[src/rtl/shiftreg_ram_ctrl.sv]
// Fixed-depth delay line built on an external synchronous RAM.
// Ports: CLK/reset_n, flush, in_* and out_* valid/ready streams, ram_* port, primed/count status.
module shiftreg_ram_ctrl #(
  parameter int SIZE  = 8,
  parameter int WIDTH = 8,
  localparam int AW = (SIZE > 1) ? $clog2(SIZE) : 1,
  localparam int CW = $clog2(SIZE + 1)
) (
  input  logic             CLK,
  input  logic             reset_n,
  input  logic             flush,
  input  logic             in_valid,
  output logic             in_ready,
  input  logic [WIDTH-1:0] in_data,
  output logic             out_valid,
  input  logic             out_ready,
  output logic [WIDTH-1:0] out_data,
  output logic             ram_we,
  output logic [AW-1:0]    ram_waddr,
  output logic [WIDTH-1:0] ram_wdata,
  output logic             ram_re,
  output logic [AW-1:0]    ram_raddr,
  input  logic [WIDTH-1:0] ram_rdata,
  output logic             primed,
  output logic [CW-1:0]    count
);

  typedef enum logic {FILL, RUN} state_e;

  localparam logic [AW-1:0] PTR_LAST = AW'(SIZE - 1);
  localparam logic [CW-1:0] CNT_LAST = CW'(SIZE - 1);

  state_e          state_q, state_d;
  logic [AW-1:0]   ptr_q, ptr_d;
  logic [CW-1:0]   count_q, count_d;
  logic            ovld_q, ovld_d;
  logic            accept;
  logic            run_acc;

  always_comb begin
    in_ready = 1'b0;
    if (!flush) begin
      in_ready = (state_q == FILL) | !ovld_q | out_ready;
    end
  end

  // reset_n gates the RAM strobes so nothing is written while held in reset
  assign accept  = in_valid & in_ready & reset_n;
  assign run_acc = accept & (state_q == RUN);

  // read-first RAM: the slot about to be overwritten holds the sample SIZE accepts old
  assign ram_we    = accept;
  assign ram_waddr = ptr_q;
  assign ram_wdata = in_data;
  assign ram_re    = run_acc;
  assign ram_raddr = ptr_q;

  // RAM holds rdata while ram_re=0, so the output stage needs no data register
  assign out_data  = ram_rdata;
  assign out_valid = ovld_q;
  assign primed    = (state_q == RUN);
  assign count     = count_q;

  always_comb begin
    state_d = state_q;
    ptr_d   = ptr_q;
    count_d = count_q;
    ovld_d  = ovld_q;
    if (flush) begin
      state_d = FILL;
      ptr_d   = '0;
      count_d = '0;
      ovld_d  = 1'b0;
    end else begin
      if (accept) begin
        ptr_d = (ptr_q == PTR_LAST) ? '0 : ptr_q + 1'b1;
        if (state_q == FILL) begin
          count_d = count_q + 1'b1;
          if (count_q == CNT_LAST) begin
            state_d = RUN;
          end
        end
      end
      if (run_acc) begin
        ovld_d = 1'b1;
      end else if (ovld_q && out_ready) begin
        ovld_d = 1'b0;
      end
    end
  end

  always_ff @(posedge CLK or negedge reset_n) begin
    if (!reset_n) begin
      state_q <= FILL;
      ptr_q   <= '0;
      count_q <= '0;
      ovld_q  <= 1'b0;
    end else begin
      state_q <= state_d;
      ptr_q   <= ptr_d;
      count_q <= count_d;
      ovld_q  <= ovld_d;
    end
  end

endmodule

[config.mk]
export PLATFORM = sky130hd
export DESIGN_NAME = shiftreg_ram_ctrl
export DESIGN_NICKNAME = d
export VERILOG_FILES = /design/src/rtl/shiftreg_ram_ctrl.sv
export SDC_FILE = /design/constraint.sdc
export NUM_CORES = 1
export LEC_CHECK = 0
export ABC_AREA = 1
export BUFFER_PORTS_ARGS = -buffer_cell sky130_fd_sc_hd__buf_4
export CORE_UTILIZATION = 40
export CTS_CLUSTER_SIZE = 14
export DETAILED_ROUTE_END_ITERATION = 7
export PLACE_DENSITY_LB_ADDON = 0.2
export SLEW_MARGIN = 40
export SYNTH_ARGS = -nofsm -noshare
export SYNTH_HDL_FRONTEND = slang
export SYNTH_SLANG_ARGS = --single-unit
[constraint.sdc]
create_clock -name CLK -period 2.2 [get_ports CLK]
set_input_delay 0.22 -clock CLK [delete_from_list [all_inputs] [get_ports CLK]]
set_output_delay 0.22 -clock CLK [all_outputs]
set_load 0.01 [all_outputs]
==> impl_metrics.py, run 1 <==
metrics = {
    "timing": {
        "max_freq_mhz": 621,
        "tns_ns": 0,
        "slew_violations": 0,
        "skew_ns": 0.00118,
        "maxSlewHeadroom": 0.834,
        "setup_violations": 0,
        "worstMarginPinSlew_ns": 0.248,
        "post-route-period-util": 0.733,
        "fin_ws_ns": 0.588,
        "post-route-min-period_ns": 1.61,
        "rsz0062_at_grt": "false",
        "hold_viol_final": 0,
    },
    "logic_synthesis": {
        "synth_cells": 84,
        "synth_top_flop_cell": "dfrtp_1",
        "syn_nets": 108,
        "synth-edff-count": 0,
        "ys_async_sr_fraction": 1.00,
        "ys_types": 16,
        "synth_area_per_cell_um2": 7.72,
        "yosysWarnings": 0,
        "ys_ff_latch": 9,
        "synth_top_area_share": 0.347,
        "seq_area_frac_synth": 0.347,
        "synth_top_cell_by_area": "dfrtp_1",
        "yosys-top-cells-area": "dfrtp_1 35%, buf_4 22%, nand2_1 11%",
        "netlist_area_um2": 648,
    },
    "worst_hold_path": {
        "hold_depth": 4,
        "min_from": "out_ready",
        "min_to": "out_valid",
        "worstHoldPathType": "primary input to register",
    },
    "clocking": {
        "clock-sinks": 9,
        "clkTransAtPathRegs_ns": 0.07,
        "postCtsSetupRepairBufs": 0,
        "clk_latency_ns": 0.26,
        "clk_path_buf_depth": 2,
        "postCtsResizedCells": 0,
        "cts_root_buf": "clkbuf_4",
        "htree_levels": 1,
        "numCtsBuffers": 3,
        "cts_tree": "built",
    },
    "die": {
        "die_w_um": 42.3,
        "initial_core_util": 0.430,
        "placeableCoreArea_um2": 1510,
        "fp-row-count": 14,
        "die-area_um2": 1790,
        "io-pin-count": 52,
        "fp.dieH_um": 42.3,
    },
    "final_layout": {
        "num-fill-cells": 161,
        "syn_to_final_growth_pct": 8.69,
        "n_antenna_cell": 0,
        "layout-drive-gt1-share": 0.337,
        "ff_latch_area_um2": 225,
        "multi_input_area_um2": 246,
        "nets": 114,
    },
    "detailed_routing": {
        "avgViaCountPerCell": 4.81,
        "drc_errors": 0,
        "drt.antenna.violating_nets": 0,
        "drt_iter0_markers": 2,
        "drt-total-wl_um": 1200,
        "drt_pass1_iterations": 2,
        "wl_per_cell_um": 11.4,
        "dr_total_vias": 505,
    },
    "worst_setup_path": {
        "r2r_start": "ram_raddr[0]",
        "critical_path_class": "primary input to output pin",
        "required_ns": 1.98,
        "end_kind": "output pin",
        "critPathMaxFanout": 11,
        "ff2ff_path_depth": 4,
        "crit_path_start": "reset_n",
        "rrSetupSlack_ns": 1.06,
        "cp.arrival_ns": 1.39,
        "r2r_end": "ram_raddr[2]",
        "critPathLaunchType": "primary input",
    },
    "pwr": {
        "ir_drop_uv": 294,
        "powerDensity_nw_per_um2": 561,
        "p_leak_nw": 0.381,
    },
    "placement": {
        "port_buffers": 19,
        "dpl.hpwl_um": 902,
        "gp_congestion": 0.846,
        "place_worst_setup_slack_ns": 1.04,
    },
    "job": {
        "max_cap_violations": 0,
    },
    "outcome": {
        "status": "finished clean",
    },
    "global_routing": {
        "grt_use_total": 0.143,
        "antenna_found_initial": 0,
        "globalRoute.totalOverflow": 0,
        "grt_max_degree": 12,
        "grt_pass1_vias": 470,
        "grt_pass1_wl_um": 1970,
    },
}
[sequential cells by signal, indices dropped and copies added (netlist names)]
register	cells
count	4
out_valid	1
primed	1
ram_raddr	3
[worst max-delay path: stages]
cell           delay (ns)
dlygate4sd3_1        0.53
buf_4                0.20
nand2_2              0.11
nor2_2               0.19
buf_4                0.15
[synthesized netlist by cell type (2+ instances only)]
cell,n
buf_4,19
dfrtp_1,9
ha_1,3
inv_1,7
inv_2,2
nand2_1,19
nand2_2,3
nand3_1,4
nor2_1,7
nor2_2,2
o21ai_0,4
[metrics by stage]
stage | util | hold slack (ns) | power [W] | area, um2 | instances
floorplan | - | -0.0756 | 0.000257 | 648 | 84
global placement | 0.444 | 0.0628 | 0.000263 | 668 | 100
detailed placement | 0.444 | 0.0646 | 0.000264 | 668 | 100
CTS | 0.468 | 0.251 | 0.000399 | 704 | 105
global route | 0.468 | 0.277 | 0.000420 | 704 | 105
finish | 0.468 | 0.250 | 0.000395 | 704 | 105
[cell type report]
type                       count  area share
clock buffer                   4      0.0373
inverter                       9      0.0480
multi-input combinational     47       0.350
sequential                     9       0.320
tap                           16      0.0284
timing repair buffer          20       0.217
[kinds of logic after synthesis]
kind of cell | Yosys count | share of synthesized area
adder cells (fa/ha/maj) | 3 | 0.0579
AND/OR/NAND/NOR | 38 | 0.259
AO/OA/AOI/OAI | 6 | 0.0637
flip-flops | 9 | 0.347
buffers and inverters | 28 | 0.272
[power by group]
group / switching [W] / leakage, nW / internal (W)
combinational: 0.0000384 / 0.244 / 0.0000361
clock: 0.0000632 / 0.0150 / 0.0000702
sequential: 0.0000122 / 0.123 / 0.000175
[placed cells by master (no fill, tap or decap)]
master         count
ha_1               3
nand4_1            1
dlygate4sd3_1      1
o21ai_4            1
inv_1              7
dfrtp_1            9
inv_2              2
o21ai_0            4
nor2_1             7
o21ai_1            1
nor2_2             2
nand3_1            4
nand2_1           19
nand3b_1           1
buf_4             19
nor3_1             1
nand2_2            3
clkbuf_1           1
clkbuf_4           3
[routing by layer]
layer | track usage | vias up | wire length (um) | share of wire
met2 | 0.215 | 20 | 500 | 0.42
met3 | 0.0431 | 6 | 99 | 0.083
li1 | - | 253 | - | -
met1 | 0.191 | 226 | 575 | 0.48
met4 | 0.0563 | 0 | 21 | 0.018
met5 | 0 | - | 0 | 0
[how the worst max path moves through the flow]
stage,endpoint,slack [ns]
after CTS,ram_we,0.57
final,ram_we,0.59
after global placement,count[3],1.05
after global routing,ram_we,0.50
after detailed placement,ram_re,1.04
after floorplan,ram_raddr[2],1.06
[timing repair]
item | in CTS | in global routing
hold endpoints to repair | 9 | 0
hold buffers | 1 | 0
setup endpoints to repair | 0 | 0
Note: power is estimated with default switching activity, not from simulation.
==> run 2, diff against run 1 <==
Settings changed: CORE_UTILIZATION 40 to 34.
Clock period 2.2 ns to 1.45 ns, I/O delays scaled along.
==> impl_metrics.py, run 2 (synthesis gave the netlist of run 1 again) <==
metrics = {
    "final_layout": {
        "most-common-layout-cells": "19 x buf_4, 18 x nand2_1, 9 x dfrtp_1",
        "postLayoutCellArea_um2": 728,
        "layout-drive-gt1-share": 0.348,
        "nets": 114,
        "mostFrequentLayoutCell": "buf_4",
        "largest_register_ffs": 4,
        "syn_to_final_growth_pct": 12.4,
        "layoutNonFillerInstCount": 114,
        "n_antenna_cell": 0,
    },
    "outcome": {
        "status": "finished clean",
    },
    "die": {
        "die_w_um": 45.7,
        "io-pin-count": 52,
        "fp-row-count": 15,
        "initial_core_util": 0.367,
        "fp.dieH_um": 45.7,
        "placeableCoreArea_um2": 1760,
        "die-area_um2": 2080,
    },
    "global_routing": {
        "grt_pass1_vias": 463,
        "antenna_found_initial": 0,
        "grt_pass1_wl_um": 1990,
        "globalRoute.totalOverflow": 0,
        "grt_use_total": 0.139,
        "grt_max_degree": 10,
    },
    "worst_setup_path": {
        "cp.arrival_ns": 1.20,
        "critical_path_class": "register to output pin",
        "critPathMaxFanout": 4,
        "critPathLaunchType": "register",
        "end_kind": "output pin",
        "required_ns": 1.31,
    },
    "placement": {
        "port_buffers": 19,
        "placed_area_um2": 679,
        "numPlacedInstances": 109,
        "gp_congestion": 0.796,
        "dpl.hpwl_um": 853,
    },
    "timing": {
        "setup_violations": 0,
        "hold_viol_final": 0,
        "maxSlewHeadroom": 0.718,
        "worstMarginPinSlew_ns": 0.421,
        "post-route-min-period_ns": 1.34,
        "slew_violations": 0,
        "max_freq_mhz": 745,
        "post-route-period-util": 0.926,
        "skew_ns": 0.00822,
        "tns_ns": 0,
    },
    "clocking": {
        "clk_latency_ns": 0.26,
        "clk_path_buf_depth": 2,
        "postCtsSetupRepairBufs": 0,
        "clock-sinks": 9,
        "cts_root_buf": "clkbuf_4",
        "numCtsBuffers": 3,
        "clkTransAtPathRegs_ns": 0.06,
        "htree_levels": 1,
        "cts_tree": "built",
    },
    "pwr": {
        "total_power_w": 0.000593,
        "p_leak_nw": 0.383,
        "powerDensity_nw_per_um2": 814,
        "ir_drop_uv": 470,
    },
    "detailed_routing": {
        "drt_iter0_markers": 3,
        "drt_pass1_iterations": 4,
        "drt.antenna.violating_nets": 0,
        "wl_per_cell_um": 10.2,
        "avgViaCountPerCell": 4.41,
        "drt-total-wl_um": 1170,
        "drc_errors": 0,
        "dr_total_vias": 503,
    },
    "worst_hold_path": {
        "worstHoldPathType": "primary input to register",
    },
    "job": {
        "max_cap_violations": 0,
    },
}
[run 2: repair_timing]
action                                  4_1_cts  5_1_grt
hold buffers                                  1        0
endpoints found under the setup margin        0        2
endpoints found under the hold margin         9        0
resized for setup                             0        3
[run 2: per-layer routing]
layer / track usage / share of wire / up-vias
met5: 0 / 0 / -
met4: 0.0667 / 0.0017 / 0
met3: 0.0556 / 0.091 / 2
met2: 0.203 / 0.45 / 20
met1: 0.177 / 0.46 / 229
li1: - / - / 252
[run 2: stage by stage]
| step | hold slack, ns | util | setup WS (ns) |
|---|---|---|---|
| after floorplan | -0.151 | - | 0.313 |
| after detailed placement | -0.0131 | 0.385 | 0.311 |
| after CTS | 0.174 | 0.406 | 0.0713 |
| after global placement | -0.0115 | 0.385 | 0.311 |
| after global routing | 0.204 | 0.413 | -0.00211 |
| final | 0.193 | 0.413 | 0.107 |
[run 2: where the power goes]
| group | internal [W] | leakage (nW) | switching, W |
|---|---|---|---|
| Sequential | 0.000266 | 0.123 | 0.0000176 |
| Combinational | 0.0000556 | 0.246 | 0.0000602 |
| Clock | 0.000106 | 0.0150 | 0.0000876 |
[run 2: path summary, 6_finish.rpt]
| kind | start | end | slack, ns | cells after the start |
|---|---|---|---|---|
| min | out_ready | out_valid | 0.19 | 4 |
| min in group asynchronous | reset_n | ram_raddr[2] | 0.36 | 2 |
| max reg2reg | count[0] | count[2] | 0.28 | 6 |
| max | primed | ram_re | 0.11 | 6 |
| min reg2reg | count[3] | count[3] | 0.52 | 2 |
| max in group asynchronous | reset_n | out_valid | 0.79 | 2 |
[run 2: worst max-delay path: stages (launching register included)]
cell and delay (ns):
dfrtp_1 0.41, nand2_2 0.09, nor2_4 0.04, inv_2 0.05
nand4_1 0.11, nor2_1 0.11, buf_4 0.13
[run 2: layout make-up]
cell class                 instances  area (um2)
timing repair buffer              20         153
fill                             194        1040
inverter                           9        33.8
clock buffer                       4        26.3
multi-input combinational         47         259
sequential                         9         225
tap                               25        31.3
==> run 3, diff against run 2 <==
Settings changed: CORE_UTILIZATION 34 to 36, CTS_BUF_LIST from default to sky130_fd_sc_hd__clkbuf_4.
==> impl_metrics.py, run 3 (synthesis gave the netlist of run 1 again) <==
metrics = {
    "die": {
        "initial_core_util": 0.407,
        "io-pin-count": 52,
        "die_w_um": 44.4,
        "placeableCoreArea_um2": 1590,
        "die-area_um2": 1970,
        "fp.dieH_um": 44.4,
        "fp-row-count": 14,
    },
    "timing": {
        "hold_viol_final": 0,
        "slew_violations": 0,
        "post-route-min-period_ns": 1.38,
        "tns_ns": 0,
        "timing.hold.ws_ns": 0.165,
        "max_freq_mhz": 724,
        "skew_ns": 0.0117,
        "post-route-period-util": 0.952,
        "setup_violations": 0,
        "maxSlewHeadroom": 0.699,
        "worstMarginPinSlew_ns": 0.449,
        "rsz0062_at_grt": "true",
    },
    "worst_setup_path": {
        "end_kind": "output pin",
        "max_stage_delay_ns": 0.41,
        "critPathLaunchType": "register",
        "critical_path_class": "register to output pin",
        "cp.arrival_ns": 1.24,
        "crit_family": "flip-flops",
        "crit_buf_inv": 2,
        "critical_path.slowest_cell": "dfrtp_1",
        "critPathMaxFanout": 4,
        "required_ns": 1.31,
        "path_cells": "nand2_2 -> nor2_4 -> inv_2 -> nand4_1 -> nor2_1 -> buf_4",
    },
    "placement": {
        "gp_congestion": 0.776,
        "numPlacedInstances": 108,
        "port_buffers": 19,
        "dpl.hpwl_um": 877,
        "placed_area_um2": 678,
    },
    "final_layout": {
        "most-common-layout-cells": "20 x buf_4, 18 x nand2_1, 9 x dfrtp_1",
        "nets": 115,
        "n_antenna_cell": 0,
        "fin_util": 0.460,
        "largest_register_ffs": 4,
        "layoutNonFillerInstCount": 114,
        "mostFrequentLayoutCell": "buf_4",
        "syn_to_final_growth_pct": 13.1,
        "postLayoutCellArea_um2": 733,
        "layout-drive-gt1-share": 0.367,
    },
    "global_routing": {
        "antenna_found_initial": 0,
        "grt_max_degree": 10,
        "grt_pass1_wl_um": 1950,
        "grt_pass1_vias": 448,
        "grt_use_total": 0.138,
        "globalRoute.totalOverflow": 0,
    },
    "clocking": {
        "clk_latency_ns": 0.26,
        "numCtsBuffers": 3,
        "cts_tree": "built",
        "htree_levels": 1,
        "cts_root_buf": "clkbuf_4",
        "clkTransAtPathRegs_ns": 0.07,
        "clock-sinks": 9,
        "clk_path_buf_depth": 2,
    },
    "detailed_routing": {
        "drc_errors": 0,
        "wl_per_cell_um": 11.1,
        "drt.antenna.violating_nets": 0,
        "drt_iter0_markers": 10,
        "drt-total-wl_um": 1260,
        "avgViaCountPerCell": 4.66,
        "dr_total_vias": 531,
        "drt_pass1_iterations": 4,
    },
    "job": {
        "max_cap_violations": 0,
    },
    "worst_hold_path": {
        "worstHoldPathType": "primary input to register",
    },
    "pwr": {
        "powerDensity_nw_per_um2": 839,
        "p_leak_nw": 0.392,
        "ir_drop_uv": 521,
    },
    "outcome": {
        "status": "finished clean",
    },
}
[run 3: changes by cell type in the layout (fill, tap and decap cells not counted)]
cell,before,now
buf_4,19,20
clkbuf_1,1,0
clkbuf_4,3,4
nor2_2,0,1
nor2_4,2,1
[run 3: layout make-up]
type / count / area, um2
clock buffer: 4 / 30.0
fill: 168 / 861
timing repair buffer: 21 / 160
inverter: 9 / 33.8
multi-input combinational: 47 / 254
tap: 24 / 30.0
sequential: 9 / 225
[run 3: through the flow]
step / total power (W) / worst slack [ns]
global placement: 0.000399 / 0.327
floorplan: 0.000391 / 0.313
detailed placement: 0.000401 / 0.279
CTS: 0.000627 / 0.0571
finish: 0.000615 / 0.0695
global route: 0.000648 / -0.0132
[run 3: per-layer routing]
layer / up-vias / part of all wire / track usage
li1: 254 / - / -
met4: 0 / 0.0095 / 0.0545
met3: 4 / 0.081 / 0.0612
met2: 34 / 0.47 / 0.215
met1: 239 / 0.44 / 0.167
met5: - / 0 / 0
[run 3: worst min-delay path, delay by kind of cell]
kind                   cells  cell delay, ns
and+or+nand+nor            2            0.08
AOI/OAI and AO/OA          1            0.06
buffers and inverters      1            0.10
[run 3: worst paths after layout]
path / cells after the start / endpoint / slack (ns) / startpoint
hold reg to reg: 2 / count[3] / 0.53 / count[3]
max in group asynchronous: 2 / count[2] / 0.75 / reset_n
setup reg to reg: 4 / ram_raddr[2] / 0.29 / ram_raddr[0]
setup / recovery: 6 / ram_re / 0.07 / primed
min in group asynchronous: 2 / count[3] / 0.38 / reset_n
hold / removal: 4 / out_valid / 0.17 / out_ready
[run 3: power breakdown]
part	switching [W]	internal [W]
clock	0.0000904	0.000125
sequential	0.0000199	0.000266
combinational	0.0000595	0.0000551
total	0.000170	0.000446
[run 3: timing repair]
action	in CTS	in global routing
hold buffers	1	0
setup endpoints to repair	0	1
buffers inserted	0	1
resized for setup	0	2
endpoints found under the hold margin	9	0
